File: src/rtl/reg_bank_arbiter.sv
// Config/status register bank shared by two requesters (A: SPI engine, B: local master).
// Arbitration is round-robin with an optional burst lock, and the lock is capped at MAX_LOCK grants.
// Each access takes one grant cycle followed by one ack cycle.
module reg_bank_arbiter #(
  parameter int unsigned          NUM_REGS  = 16,
  parameter int unsigned          REG_WIDTH = 8,
  parameter int unsigned          ADDR_W    = 5,
  parameter logic [REG_WIDTH-1:0] CFG_RESET = '0,
  parameter int unsigned          MAX_LOCK  = 4
) (
  input  logic                          clk,
  input  logic                          rst,
  input  logic                          ena,
  input  logic                          a_req,
  input  logic                          b_req,
  input  logic                          a_we,
  input  logic                          b_we,
  input  logic                          a_lock,
  input  logic                          b_lock,
  input  logic [ADDR_W-1:0]             a_addr,
  input  logic [ADDR_W-1:0]             b_addr,
  input  logic [REG_WIDTH-1:0]          a_wdata,
  input  logic [REG_WIDTH-1:0]          b_wdata,
  output logic                          a_gnt,
  output logic                          b_gnt,
  output logic                          a_ack,
  output logic                          b_ack,
  output logic                          a_err,
  output logic                          b_err,
  output logic [REG_WIDTH-1:0]          a_rdata,
  output logic [REG_WIDTH-1:0]          b_rdata,
  output logic [NUM_REGS*REG_WIDTH-1:0] config_regs,
  input  logic [NUM_REGS*REG_WIDTH-1:0] status_regs
);

  localparam int unsigned IDX_W = ADDR_W - 1;
  localparam int unsigned CNT_W = $clog2(MAX_LOCK + 1);
  localparam logic        SRV_A = 1'b0;
  localparam logic        SRV_B = 1'b1;

  typedef enum logic [1:0] {
    IDLE  = 2'd0,
    GNT_A = 2'd1,
    GNT_B = 2'd2,
    ACK   = 2'd3
  } state_t;

  state_t               state_q;
  logic                 last_served_q;
  logic [CNT_W-1:0]     lock_cnt_q;
  logic                 a_gnt_q, b_gnt_q, a_ack_q, b_ack_q, a_err_q, b_err_q;
  logic [REG_WIDTH-1:0] a_rdata_q, b_rdata_q;
  logic [REG_WIDTH-1:0] cfg_q [NUM_REGS];
  logic [REG_WIDTH-1:0] status_arr [NUM_REGS];

  logic                 hold_req, lock_hold, rr_a, rr_b, pick_a, pick_b;
  logic [ADDR_W-1:0]    acc_addr;
  logic                 acc_we;
  logic [REG_WIDTH-1:0] acc_wdata;
  logic [IDX_W-1:0]     acc_idx;
  logic                 acc_is_status, acc_in_range;
  logic [REG_WIDTH-1:0] acc_rdata;
  logic                 acc_err, acc_wr;

  // Flat port vectors <-> per-register arrays
  for (genvar g = 0; g < NUM_REGS; g++) begin : g_pack
    assign config_regs[g*REG_WIDTH +: REG_WIDTH] = cfg_q[g];
    assign status_arr[g] = status_regs[g*REG_WIDTH +: REG_WIDTH];
  end

  assign a_gnt   = a_gnt_q;
  assign b_gnt   = b_gnt_q;
  assign a_ack   = a_ack_q;
  assign b_ack   = b_ack_q;
  assign a_err   = a_err_q;
  assign b_err   = b_err_q;
  assign a_rdata = a_rdata_q;
  assign b_rdata = b_rdata_q;

  // Next grant: a burst lock on the just-served requester overrides round-robin until the cap is reached
  always_comb begin
    hold_req  = (last_served_q == SRV_A) ? (a_req && a_lock) : (b_req && b_lock);
    lock_hold = (state_q == ACK) && hold_req && (lock_cnt_q < CNT_W'(MAX_LOCK - 1));
    rr_a      = a_req && (!b_req || (last_served_q == SRV_B));
    rr_b      = b_req && (!a_req || (last_served_q == SRV_A));
    pick_a    = lock_hold ? (last_served_q == SRV_A) : rr_a;
    pick_b    = lock_hold ? (last_served_q == SRV_B) : rr_b;
  end

  // Decode the access of the requester currently granted
  always_comb begin
    acc_addr      = (state_q == GNT_B) ? b_addr  : a_addr;
    acc_we        = (state_q == GNT_B) ? b_we    : a_we;
    acc_wdata     = (state_q == GNT_B) ? b_wdata : a_wdata;
    acc_is_status = acc_addr[ADDR_W-1];
    acc_idx       = acc_addr[IDX_W-1:0];
    acc_in_range  = 32'(acc_idx) < NUM_REGS;
    acc_rdata     = '0;
    acc_err       = 1'b1;
    acc_wr        = 1'b0;
    if (acc_in_range) begin
      if (acc_is_status) begin
        acc_rdata = status_arr[acc_idx];
        acc_err   = acc_we;
      end else begin
        acc_rdata = cfg_q[acc_idx];
        acc_err   = 1'b0;
        acc_wr    = acc_we;
      end
    end
  end

  // Arbitration FSM with registered grant/ack/err/rdata outputs
  always_ff @(posedge clk) begin
    if (rst) begin
      state_q       <= IDLE;
      last_served_q <= SRV_B;
      lock_cnt_q    <= '0;
      a_gnt_q       <= 1'b0;
      b_gnt_q       <= 1'b0;
      a_ack_q       <= 1'b0;
      b_ack_q       <= 1'b0;
      a_err_q       <= 1'b0;
      b_err_q       <= 1'b0;
      a_rdata_q     <= '0;
      b_rdata_q     <= '0;
    end else if (ena) begin
      a_gnt_q <= 1'b0;
      b_gnt_q <= 1'b0;
      a_ack_q <= 1'b0;
      b_ack_q <= 1'b0;
      a_err_q <= 1'b0;
      b_err_q <= 1'b0;
      case (state_q)
        IDLE, ACK: begin
          if (pick_a) begin
            state_q <= GNT_A;
            a_gnt_q <= 1'b1;
          end else if (pick_b) begin
            state_q <= GNT_B;
            b_gnt_q <= 1'b1;
          end else begin
            state_q <= IDLE;
          end
          lock_cnt_q <= lock_hold ? lock_cnt_q + CNT_W'(1) : '0;
        end
        GNT_A: begin
          state_q       <= ACK;
          last_served_q <= SRV_A;
          a_ack_q       <= 1'b1;
          a_err_q       <= acc_err;
          a_rdata_q     <= acc_rdata;
        end
        GNT_B: begin
          state_q       <= ACK;
          last_served_q <= SRV_B;
          b_ack_q       <= 1'b1;
          b_err_q       <= acc_err;
          b_rdata_q     <= acc_rdata;
        end
        default: state_q <= IDLE;
      endcase
    end
  end

  // Config write commits at the end of the grant cycle
  always_ff @(posedge clk) begin
    if (rst) begin
      for (int i = 0; i < NUM_REGS; i++) cfg_q[i] <= CFG_RESET;
    end else if (ena && ((state_q == GNT_A) || (state_q == GNT_B)) && acc_wr) begin
      cfg_q[acc_idx] <= acc_wdata;
    end
  end

endmodule

File: config.mk
export PLATFORM = sky130hd
export DESIGN_NAME = reg_bank_arbiter
export DESIGN_NICKNAME = d
export VERILOG_FILES = /design/src/rtl/reg_bank_arbiter.sv
export SDC_FILE = /design/constraint.sdc
export NUM_CORES = 1
export LEC_CHECK = 0
export BUFFER_PORTS_ARGS = -buffer_cell sky130_fd_sc_hd__buf_2
export CELL_PAD_IN_SITES_DETAIL_PLACEMENT = 0
export CELL_PAD_IN_SITES_GLOBAL_PLACEMENT = 1
export CORE_MARGIN = 2
export CORE_UTILIZATION = 39
export CTS_BUF_LIST = sky130_fd_sc_hd__clkbuf_2
export CTS_CLUSTER_DIAMETER = 40
export DETAILED_ROUTE_END_ITERATION = 10
export PLACE_DENSITY = 0.86
export RECOVER_POWER = 25
export SETUP_SLACK_MARGIN = 0.2
export SYNTH_ARGS = -nofsm -noshare
export SYNTH_HDL_FRONTEND = slang
export SYNTH_SLANG_ARGS = --single-unit
File: constraint.sdc
create_clock -name clk -period 3.1 [get_ports clk]
set_input_delay 0.31 -clock clk [delete_from_list [all_inputs] [get_ports clk]]
set_output_delay 0.31 -clock clk [all_outputs]
set_load 0.005 [all_outputs]
==> metrics.cfg, run 1 <==
[clocking]
cts_sinks=156
cts.path.max_buffers=2
clkTransAtPathRegs_ns=0.25
cts_tree=done
root_buffer=clkbuf_2
htree_num_levels=4
cts_buffers=17
clock_latency_ns=0.76

[pwr]
max-vdd-ir-drop_uv=266
pwr_density_cell_nw_per_um2=423
p_leak_nw=4.46
power_w=0.00454

[logic_synthesis]
yosys.cell_count.top_type=nor2_1
synth_top_area_share_pct=45.8
synth_seq_cells=156
syn-num-nets=915
synth-main-ff-cell=edfxtp_1
synth-edff-count=128
synth_area_leaders=edfxtp_1 (46%), mux2i_1 (9.4%), dfxtp_1 (6.7%)
synth_top_area_cell=edfxtp_1
yosysWarnings=0
synth_area_um2=8390
ys_seq_area_share_pct=52.5
yosysUniqueCellTypes=56
avgSynthCellArea_um2=11.2
ys_top_cells_by_count=nor2_1 (143), edfxtp_1 (128), mux2i_1 (79)
syn_inst=748
ys_async_sr_fraction_pct=0

[worst_hold_path]
hp-class=in -> reg

[sta]
slew_headroom_pct=54.4
setup_viol=0
fin_crit_sh_pct=90.9
tightest_slew_ns=0.680
drv_slew=0
clock.fmax_ghz=0.355
period_minus_slack_ns=2.82
hold_violations=0
rsz0062_at_grt=no
hold_slack_ns=0.0705
fin_worst_skew_ns=0.0500

[global_routing]
gr-usage-all-layers_pct=27.9
grt_antenna_before_repair=1
grt_max_degree=47
grt_pass1_wl_um=45500
grt_pass1_vias=7398
grt-ovfl-total=0

[route]
drt_iter0_markers=801
drtPass1Iterations=6
vias_per_cell=5.69
drc=0
vias=7823
wire_per_inst_um=23.9
wl_um=32900
ant_nets=0

[layout]
final_net_count=1253
drive_above_1_share_pct=35.3
area_delta_synth_final_pct=28.0

[worst_setup_path]
worst_setup_path_end_kind=flip-flop
worstSetupPathType=reg -> reg
cp_data_required_time_ns=3.76
crit_arrival_ns=3.48
path_max_fanout=9
cp-start-kind=flip-flop

[floorplanning]
io_pins=313
initial_core_util_pct=39.8
fp-row-count=53
die_area_um2=22700
die_y_um=151
coreArea_um2=21100
fp.dieW_um=151

[placement]
place_congestion=0.897
numPortBuffers=312
dp_hpwl_um=25300

[run_status]
status=finished, final reports clean

[flow_run]
cap_violations=0

==> repair_timing <==
action,in CTS,in global routing
endpoints found under the setup margin,8,18
pin swaps,0,1
setup buffers,0,9
resized for setup,4,7
gates cloned,0,2
hold buffers,6,0
hold endpoints to repair,6,0
==> logic make-up after synthesis <==
logic type / share of synthesized area, %
AOI/OAI and AO/OA: 10.3
adders and majority gates: 0.597
buffers and inverters: 4.01
DFF: 52.5
muxes: 15.9
and+or+nand+nor: 16.6
==> stage by stage <==
stage	worst slack [ns]	util, %	area [um^2]	instances	TNS, ns
after global placement	-0.0684	49.2	10400	1325	-0.126
after CTS	0.208	50.5	10700	1363	0
after global routing	0.173	50.9	10700	1375	0
after floorplan	0.475	-	8390	748	0
final	0.281	50.9	10700	1375	0
after detailed placement	-0.121	49.2	10400	1325	-0.242
==> worst max-delay path, cell delays in order, from the launching register on <==
cell and delay (ns):
dfxtp_1 0.48, ha_4 0.26, mux2i_4 0.35, buf_12 0.19, buf_4 0.18, mux4_2 0.51, a221oi_1 0.37, buf_4 0.20
a22o_1 0.15, o21ai_1 0.06
==> where the power goes <==
part / total, W / internal [W] / switching [W] / leakage (nW)
Combinational: 0.00107 / 0.000461 / 0.000605 / 2.78
Clock: 0.00106 / 0.000239 / 0.000822 / 0.129
Sequential: 0.00241 / 0.00234 / 0.0000710 / 1.55
Total: 0.00454 / 0.00304 / 0.00150 / 4.46
==> final cells by class <==
cell class / instances / area, um^2
diodes: 1 / 2.50
clock buffers: 19 / 95.1
clock inverters: 13 / 106
fillers: 1981 / 10400
inverters: 7 / 26.3
multi-input cells: 532 / 3710
flip-flops and latches: 156 / 4400
well taps: 275 / 344
repair buffers: 372 / 2050
==> state kept, by name (all words and copies together), names as in the netlist, 2 cells and up <==
name,flops
state_q,2
a_rdata,8
b_rdata,8
lock_cnt_q,3
cfg_q,128
==> per-layer routing <==
metal	global-route usage [%]	up-vias	wire length (um)
met5	0	-	0
met4	8.50	0	972
met3	6.91	67	3540
met2	48.7	536	16400
met1	34.1	3747	11900
li1	-	3473	-
==> cells in the final DEF (no fill, tap or decap), types with 7 or more instances in the layout <==
cell      instances
inv_1             7
nand3b_1         19
clkbuf_1         67
mux4_2           18
dfxtp_1          28
buf_2           246
buf_4            46
clkbuf_2         19
o22ai_1          17
o21ai_0          22
nand2b_1         18
a21oi_1          34
nor2_1          143
mux2i_1          79
edfxtp_1        128
nor3_1           14
nand2_1          53
nand2_2          16
o31ai_1          11
==> final timing paths <==
kind	from	to	slack, ns	depth (start not counted)
setup / recovery	state_q[1]	a_rdata[4]	0.28	9
setup reg to reg	state_q[1]	a_rdata[4]	0.28	9
hold reg to reg	b_err	b_err	0.48	2
hold / removal	a_wdata[4]	cfg_q[12][4]	0.07	4
No activity file was read; power rests on OpenSTA's default activity.
==> run 2: changes to the inputs <==
- CORE_UTILIZATION: 39 -> 38
- CTS_BUF_LIST: sky130_fd_sc_hd__clkbuf_2 -> not set
- PLACE_DENSITY: 0.86 -> 0.93
==> run 2 against run 1 <==
Compared with the run above:
- core utilization shrank 0.42 points
- largest power group unchanged
- sequential cell count is the same
- fmax grew 2.4%
- total power grew 20%
- clock power grew 85%
- register-to-register slack gained 0.07 ns
- routed wire length shrank 3.0%
- sequential share of layout area shrank 0.93 points
- hold slack gained 0.11 ns
- worst setup slack gained 0.067 ns
- cell area grew 2.3%
- final cell count shrank 0.65%
==> metrics.cfg, run 2 (same netlist as run 1, synthesis figures left out) <==
[worst_setup_path]
max_stage_delay_ns=0.53  ; was 0.51 ns
path_max_fanout=14  ; was 9
rrSetupSlack_ns=0.35  ; was 0.28 ns
crit_slowest_cell=mux2_2  ; was mux4_2
cp-start-kind=flip-flop  ; unchanged
critPathTopFamily=multiplexers  ; unchanged
cp_data_required_time_ns=3.40  ; was 3.76 ns
rr_worst_depth=8  ; was 9
reg2reg_to=a_rdata[7]  ; was a_rdata[4]
crit_chain=inv_1, ha_4, mux2_2, buf_4, mux4_1, a2111oi_1, a22o_1, o21ai_0  ; was ha_4, mux2i_4, buf_12, buf_4, mux4_2, a221oi_1, buf_4, a22o_1, o21ai_1
timing.critical_path.buf_inv=2  ; was 3
regToRegStartpoint=state_q[0]  ; was state_q[1]
crit_arrival_ns=3.05  ; was 3.48 ns
startpoint=state_q[0]  ; was state_q[1]
worst_setup_path_end_kind=flip-flop  ; unchanged
worstSetupPathType=reg -> reg  ; unchanged

[layout]
stdcell_area_um2=11000  ; was 10700 um^2
drive_above_1_share_pct=36.0  ; was 35.3%
n_antenna_cell=0  ; was 1
largest_reg_flops=128  ; unchanged
area_delta_synth_final_pct=30.9  ; was 28.0%
final_common_cell=buf_2  ; unchanged
final_cell_mix=buf_2 (250), nor2_1 (143), edfxtp_1 (128)  ; was buf_2 (246), nor2_1 (143), edfxtp_1 (128)
regMostFlops=cfg_q  ; unchanged
nFillCells=2014  ; was 1981
layout.cells.non_filler=1366  ; was 1375
final_net_count=1241  ; was 1253

[pwr]
max-vdd-ir-drop_uv=351  ; was 266 uV
switching_power_w=0.00153  ; was 0.00150 W
p_sw_share_pct=28.3  ; was 33.0%
pwr-share-clk_pct=36.1  ; was 23.4%
p_leak_nw=4.55  ; was 4.46 nW
comb_power_share_pct=19.6  ; was 23.5%
pwr_density_cell_nw_per_um2=494  ; was 423 nW/um^2
seqPwrFrac_pct=44.2  ; was 53.1%
internal-power_w=0.00389  ; was 0.00304 W

[route]
wire_per_inst_um=23.3  ; was 23.9 um
wl_um=31900  ; was 32900 um
drc=0  ; unchanged
ant_nets=0  ; unchanged
vias_per_cell=5.57  ; was 5.69
drt_iter0_markers=650  ; was 801
drtPass1Iterations=5  ; was 6
vias=7608  ; was 7823

[worst_hold_path]
hp-class=in -> reg  ; unchanged
worstHoldStart=b_we  ; was a_wdata[4]
whs_path_depth=3  ; was 4
min_to=b_err  ; was cfg_q[12][4]

[sta]
fin_setup_tns_ns=0  ; unchanged
rsz0062_at_grt=no  ; unchanged
clock.fmax_ghz=0.363  ; was 0.355 GHz
hold_violations=0  ; unchanged
period_minus_slack_ns=2.75  ; was 2.82 ns
drv_slew=0  ; unchanged
fin_worst_skew_ns=0.00779  ; was 0.0500 ns
setup_viol=0  ; unchanged
fin_ws_ns=0.348  ; was 0.281 ns
slew_headroom_pct=48.1  ; was 54.4%
tightest_slew_ns=0.778  ; was 0.680 ns
fin_crit_sh_pct=88.8  ; was 90.9%

[clocking]
cts_sinks=156  ; unchanged
cts_tree=done  ; unchanged
cts_buffers=17  ; unchanged
clkTransAtPathRegs_ns=0.06  ; was 0.25 ns
cts.path.max_buffers=2  ; unchanged
cts_hold_buffers=0  ; was 6
clock_latency_ns=0.42  ; was 0.76 ns
root_buffer=clkbuf_16  ; was clkbuf_2
htree_num_levels=4  ; unchanged

[placement]
place_congestion=0.886  ; was 0.897
dp_hpwl_um=24200  ; was 25300 um
dp.cells=1330  ; was 1325
placed_area_um2=10400  ; about the same
place_ws_ns=0.0447  ; was -0.121 ns
numPortBuffers=312  ; unchanged

[floorplanning]
io_pins=313  ; unchanged
die_area_um2=23300  ; was 22700 um^2
fp-row-count=54  ; was 53
initial_core_util_pct=38.5  ; was 39.8%
fp.dieW_um=153  ; was 151 um
die_y_um=153  ; was 151 um
coreArea_um2=21800  ; was 21100 um^2

[global_routing]
grt-ovfl-total=0  ; unchanged
grtUsageMet1_pct=31.4  ; was 34.1%
gr-usage-met2_pct=47.5  ; was 48.7%
grt_pass1_vias=7662  ; was 7398
grt_antenna_before_repair=0  ; was 1
grt_max_degree=47  ; unchanged
busiest_layer=met2  ; unchanged
grt_pass1_wl_um=46300  ; was 45500 um
groute.layer.met3.usage_pct=6.20  ; was 6.91%
gr-usage-all-layers_pct=26.3  ; was 27.9%

[run_status]
status=finished, final reports clean  ; unchanged

[flow_run]
cap_violations=0  ; unchanged

[run 2: cell count changes in the layout (fill, tap and decap cells not counted), sizes merged]
cell and change:
buf -1, clkinv +2, diode -1, clkbuf -6, bufinv +1, inv -3
dlygate4sd3 -6
[run 2: repair_timing]
action                     4_1_cts  5_1_grt
cloned                           0        2
buffers inserted                 0        3
resized for setup                3       18
setup endpoints to repair       23       80
[run 2: per-stage QoR]
stage | power [W] | util [%] | hold WS [ns]
6_report | 0.00543 | 50.5 | 0.177
5_1_grt | 0.00559 | 50.5 | 0.184
4_1_cts | 0.00541 | 50.3 | 0.161
3_5_place_dp | 0.00346 | 47.6 | 0.450
3_3_place_gp | 0.00345 | 47.6 | 0.443
2_1_floorplan | 0.00300 | - | 0.446
[run 2: worst register-to-register path: cells and delay by family (launching register included)]
kind	cells	cell delay [ns]
AO/OA/AOI/OAI	3	0.79
adder cells (fa/ha/maj)	1	0.21
buffers and inverters	2	0.41
flip-flops	1	0.38
multiplexers	2	0.85
[run 2: worst max-delay path by stage]
stage | end | slack (ns) | cells past startpoint
2_1_floorplan | cfg_q[0][0] | 0.47 | 8
3_3_place_gp | a_rdata[7] | 0.19 | 8
3_5_place_dp | a_rdata[1] | 0.04 | 8
4_1_cts | a_rdata[1] | 0.24 | 9
5_1_grt | a_rdata[7] | 0.21 | 8
6_report | a_rdata[7] | 0.35 | 8
[run 2: power groups by stage]
stage          Clock (W)  Combinational, W  Sequential (W)
6_report         0.00196           0.00107         0.00240
5_1_grt          0.00205           0.00114         0.00241
4_1_cts          0.00198           0.00104         0.00240
3_5_place_dp           0           0.00102         0.00244
3_3_place_gp           0           0.00101         0.00244
2_1_floorplan          0          0.000574         0.00243
[run 2: final cells by class]
class | instances | area (um^2) | area share [%]
sequential | 156 | 4400 | 40.1
inverter | 7 | 26.3 | 0.239
clock inverter | 13 | 116 | 1.06
multi-input combinational | 532 | 3720 | 33.9
clock buffer | 18 | 429 | 3.91
timing repair buffer | 360 | 1930 | 17.6
tap | 280 | 350 | 3.19
[run 2: metal layers]
metal,wire length (um),up-vias
met4,714,0
met1,11700,3681
li1,-,3441
met5,0,-
met3,2910,46
met2,16500,440
==> run 3: changes to the inputs <==
- CELL_PAD_IN_SITES_DETAIL_PLACEMENT: 0 -> 1
- CELL_PAD_IN_SITES_GLOBAL_PLACEMENT: 1 -> 2
- CORE_UTILIZATION: 38 -> 30
- PLACE_DENSITY: 0.93 -> 0.92
==> run 3 against run 2 <==
Compared with the run above:
- routed wire length grew 15%
- final cell count grew 7.4%
- worst setup slack lost 0.041 ns
- combinational power is essentially flat
- total power grew 4.1%
- first-iteration DRC count shrank 31%
- hold slack gained 0.026 ns
- non-clock buffer count is the same
- sequential cell count is the same
- core utilization shrank 10 points
- largest cell class unchanged
- largest power group unchanged
- highest routed layer is now met5
==> metrics.cfg, run 3 (same netlist as run 1, synthesis figures left out) <==
[run_status]
status=finished, final reports clean  ; unchanged

[layout]
final_cell_mix=buf_2 (240), nor2_1 (143), edfxtp_1 (128)  ; was buf_2 (250), nor2_1 (143), edfxtp_1 (128)
drive_above_1_share_pct=35.1  ; was 36.0%
nFillCells=3186  ; was 2014
regMostFlops=cfg_q  ; unchanged
final_common_cell=buf_2  ; unchanged
area_delta_synth_final_pct=32.8  ; was 30.9%
final_net_count=1241  ; unchanged
largest_reg_flops=128  ; unchanged
finalCoreUtilization_pct=40.3  ; was 50.5%
layout.cells.non_filler=1467  ; was 1366

[worst_setup_path]
rr_worst_depth=7  ; was 8
rrSetupSlack_ns=0.31  ; was 0.35 ns
worstSetupPathType=reg -> reg  ; unchanged
crit_arrival_ns=2.88  ; was 3.05 ns
cp-start-kind=flip-flop  ; unchanged
path_max_fanout=9  ; was 14
reg2reg_to=cfg_q[13][3]  ; was a_rdata[7]
cp_data_required_time_ns=3.19  ; was 3.40 ns
regToRegStartpoint=state_q[0]  ; unchanged
worst_setup_path_end_kind=flip-flop  ; unchanged

[sta]
setup_viol=0  ; unchanged
fin_worst_skew_ns=0.0212  ; was 0.00779 ns
fin_ws_ns=0.307  ; was 0.348 ns
rsz0062_at_grt=yes  ; was no
fin_crit_sh_pct=90.1  ; was 88.8%
slew_headroom_pct=53.9  ; was 48.1%
hold_violations=0  ; unchanged
tightest_slew_ns=0.684  ; was 0.778 ns
fin_setup_tns_ns=0  ; unchanged
hold_slack_ns=0.203  ; was 0.177 ns
period_minus_slack_ns=2.79  ; was 2.75 ns
clock.fmax_ghz=0.358  ; was 0.363 GHz
drv_slew=0  ; unchanged

[floorplanning]
die_area_um2=29300  ; was 23300 um^2
io_pins=313  ; unchanged
fp.dieW_um=171  ; was 153 um
fp-row-count=61  ; was 54
coreArea_um2=27600  ; was 21800 um^2
die_y_um=171  ; was 153 um
initial_core_util_pct=30.4  ; was 38.5%

[clocking]
cts_buffers=17  ; unchanged
clock_latency_ns=0.45  ; was 0.42 ns
root_buffer=clkbuf_16  ; unchanged
cts_sinks=156  ; unchanged
cts.path.max_buffers=2  ; unchanged
cts_hold_buffers=0  ; unchanged
clkTransAtPathRegs_ns=0.06  ; about the same
htree_num_levels=4  ; unchanged
cts_tree=done  ; unchanged

[global_routing]
grt-ovfl-total=0  ; unchanged
grt_antenna_before_repair=4  ; was 0
grt_pass1_vias=8331  ; was 7662
grt_max_degree=47  ; unchanged
grt_pass1_wl_um=51500  ; was 46300 um
gr-usage-all-layers_pct=24.5  ; was 26.3%

[placement]
dp_hpwl_um=28700  ; was 24200 um
place_congestion=0.858  ; was 0.886
numPortBuffers=312  ; unchanged
dp.cells=1428  ; was 1330
place_ws_ns=0.0493  ; was 0.0447 ns

[route]
vias=7779  ; was 7608
drc=0  ; unchanged
vias_per_cell=5.30  ; was 5.57
wl_um=36800  ; was 31900 um
wire_per_inst_um=25.1  ; was 23.3 um
drtPass1Iterations=5  ; unchanged
drt_iter0_markers=448  ; was 650
ant_nets=0  ; unchanged

[worst_hold_path]
worstHoldStart=b_we  ; unchanged
hp-class=in -> reg  ; unchanged
whs_path_depth=3  ; unchanged
min_to=b_err  ; unchanged

[pwr]
pwr_density_cell_nw_per_um2=508  ; was 494 nW/um^2
p_leak_nw=4.55  ; about the same
max-vdd-ir-drop_uv=313  ; was 351 uV

[flow_run]
cap_violations=0  ; unchanged

[run 3: metrics by stage]
step / area [um^2] / total power [W]
2_1_floorplan: 8390 / 0.00300
3_3_place_gp: 10500 / 0.00347
3_5_place_dp: 10500 / 0.00349
4_1_cts: 11100 / 0.00565
5_1_grt: 11100 / 0.00583
6_report: 11100 / 0.00565
[run 3: worst max-delay path: stages, from the launching register on]
cell and delay (ns):
dfxtp_1 0.38, inv_1 0.09, ha_4 0.27, nand2b_1 0.17
or4_4 0.64, nor3_4 0.30, nand2_2 0.20, nand2b_1 0.39
[run 3: report_power, final]
| group | leakage [nW] | internal (W) | switching, W | total, W |
|---|---|---|---|---|
| Clock | 0.285 | 0.00120 | 0.000955 | 0.00215 |
| Combinational | 2.71 | 0.000455 | 0.000632 | 0.00109 |
| Sequential | 1.55 | 0.00234 | 0.0000706 | 0.00241 |
[run 3: worst max-delay path by stage]
stage	startpoint	endpoint
finish	state_q[0]	cfg_q[13][3]
global route	state_q[1]	b_rdata[7]
CTS	state_q[0]	cfg_q[1][4]
detailed placement	state_q[1]	b_rdata[1]
global placement	state_q[0]	a_rdata[1]
floorplan	state_q[0]	cfg_q[0][0]
[run 3: metal layers]
| layer | part of all wire [%] | wire length [um] | track usage (%) |
|---|---|---|---|
| met5 | 0.073 | 27 | 0 |
| met4 | 3.4 | 1260 | 10.0 |
| met1 | 35 | 12900 | 25.6 |
| met2 | 53 | 19400 | 46.6 |
| met3 | 8.6 | 3140 | 6.26 |
[run 3: layout make-up]
type / instances / area, um^2 / area share (%)
clock buffer: 17 / 425 / 3.82
clock inverter: 15 / 159 / 1.43
inverter: 7 / 26.3 / 0.236
antenna: 2 / 5.00 / 0.0449
tap: 378 / 473 / 4.25
sequential: 156 / 4400 / 39.6
timing repair buffer: 360 / 1920 / 17.2
multi-input combinational: 532 / 3720 / 33.4
[run 3: timing repair]
item | CTS | global route
endpoints found under the hold margin | 0 | 0
resized for setup | 6 | 11
setup buffers | 2 | 1
pin swaps | 0 | 1
setup endpoints to repair | 54 | 58
cloned | 1 | 1
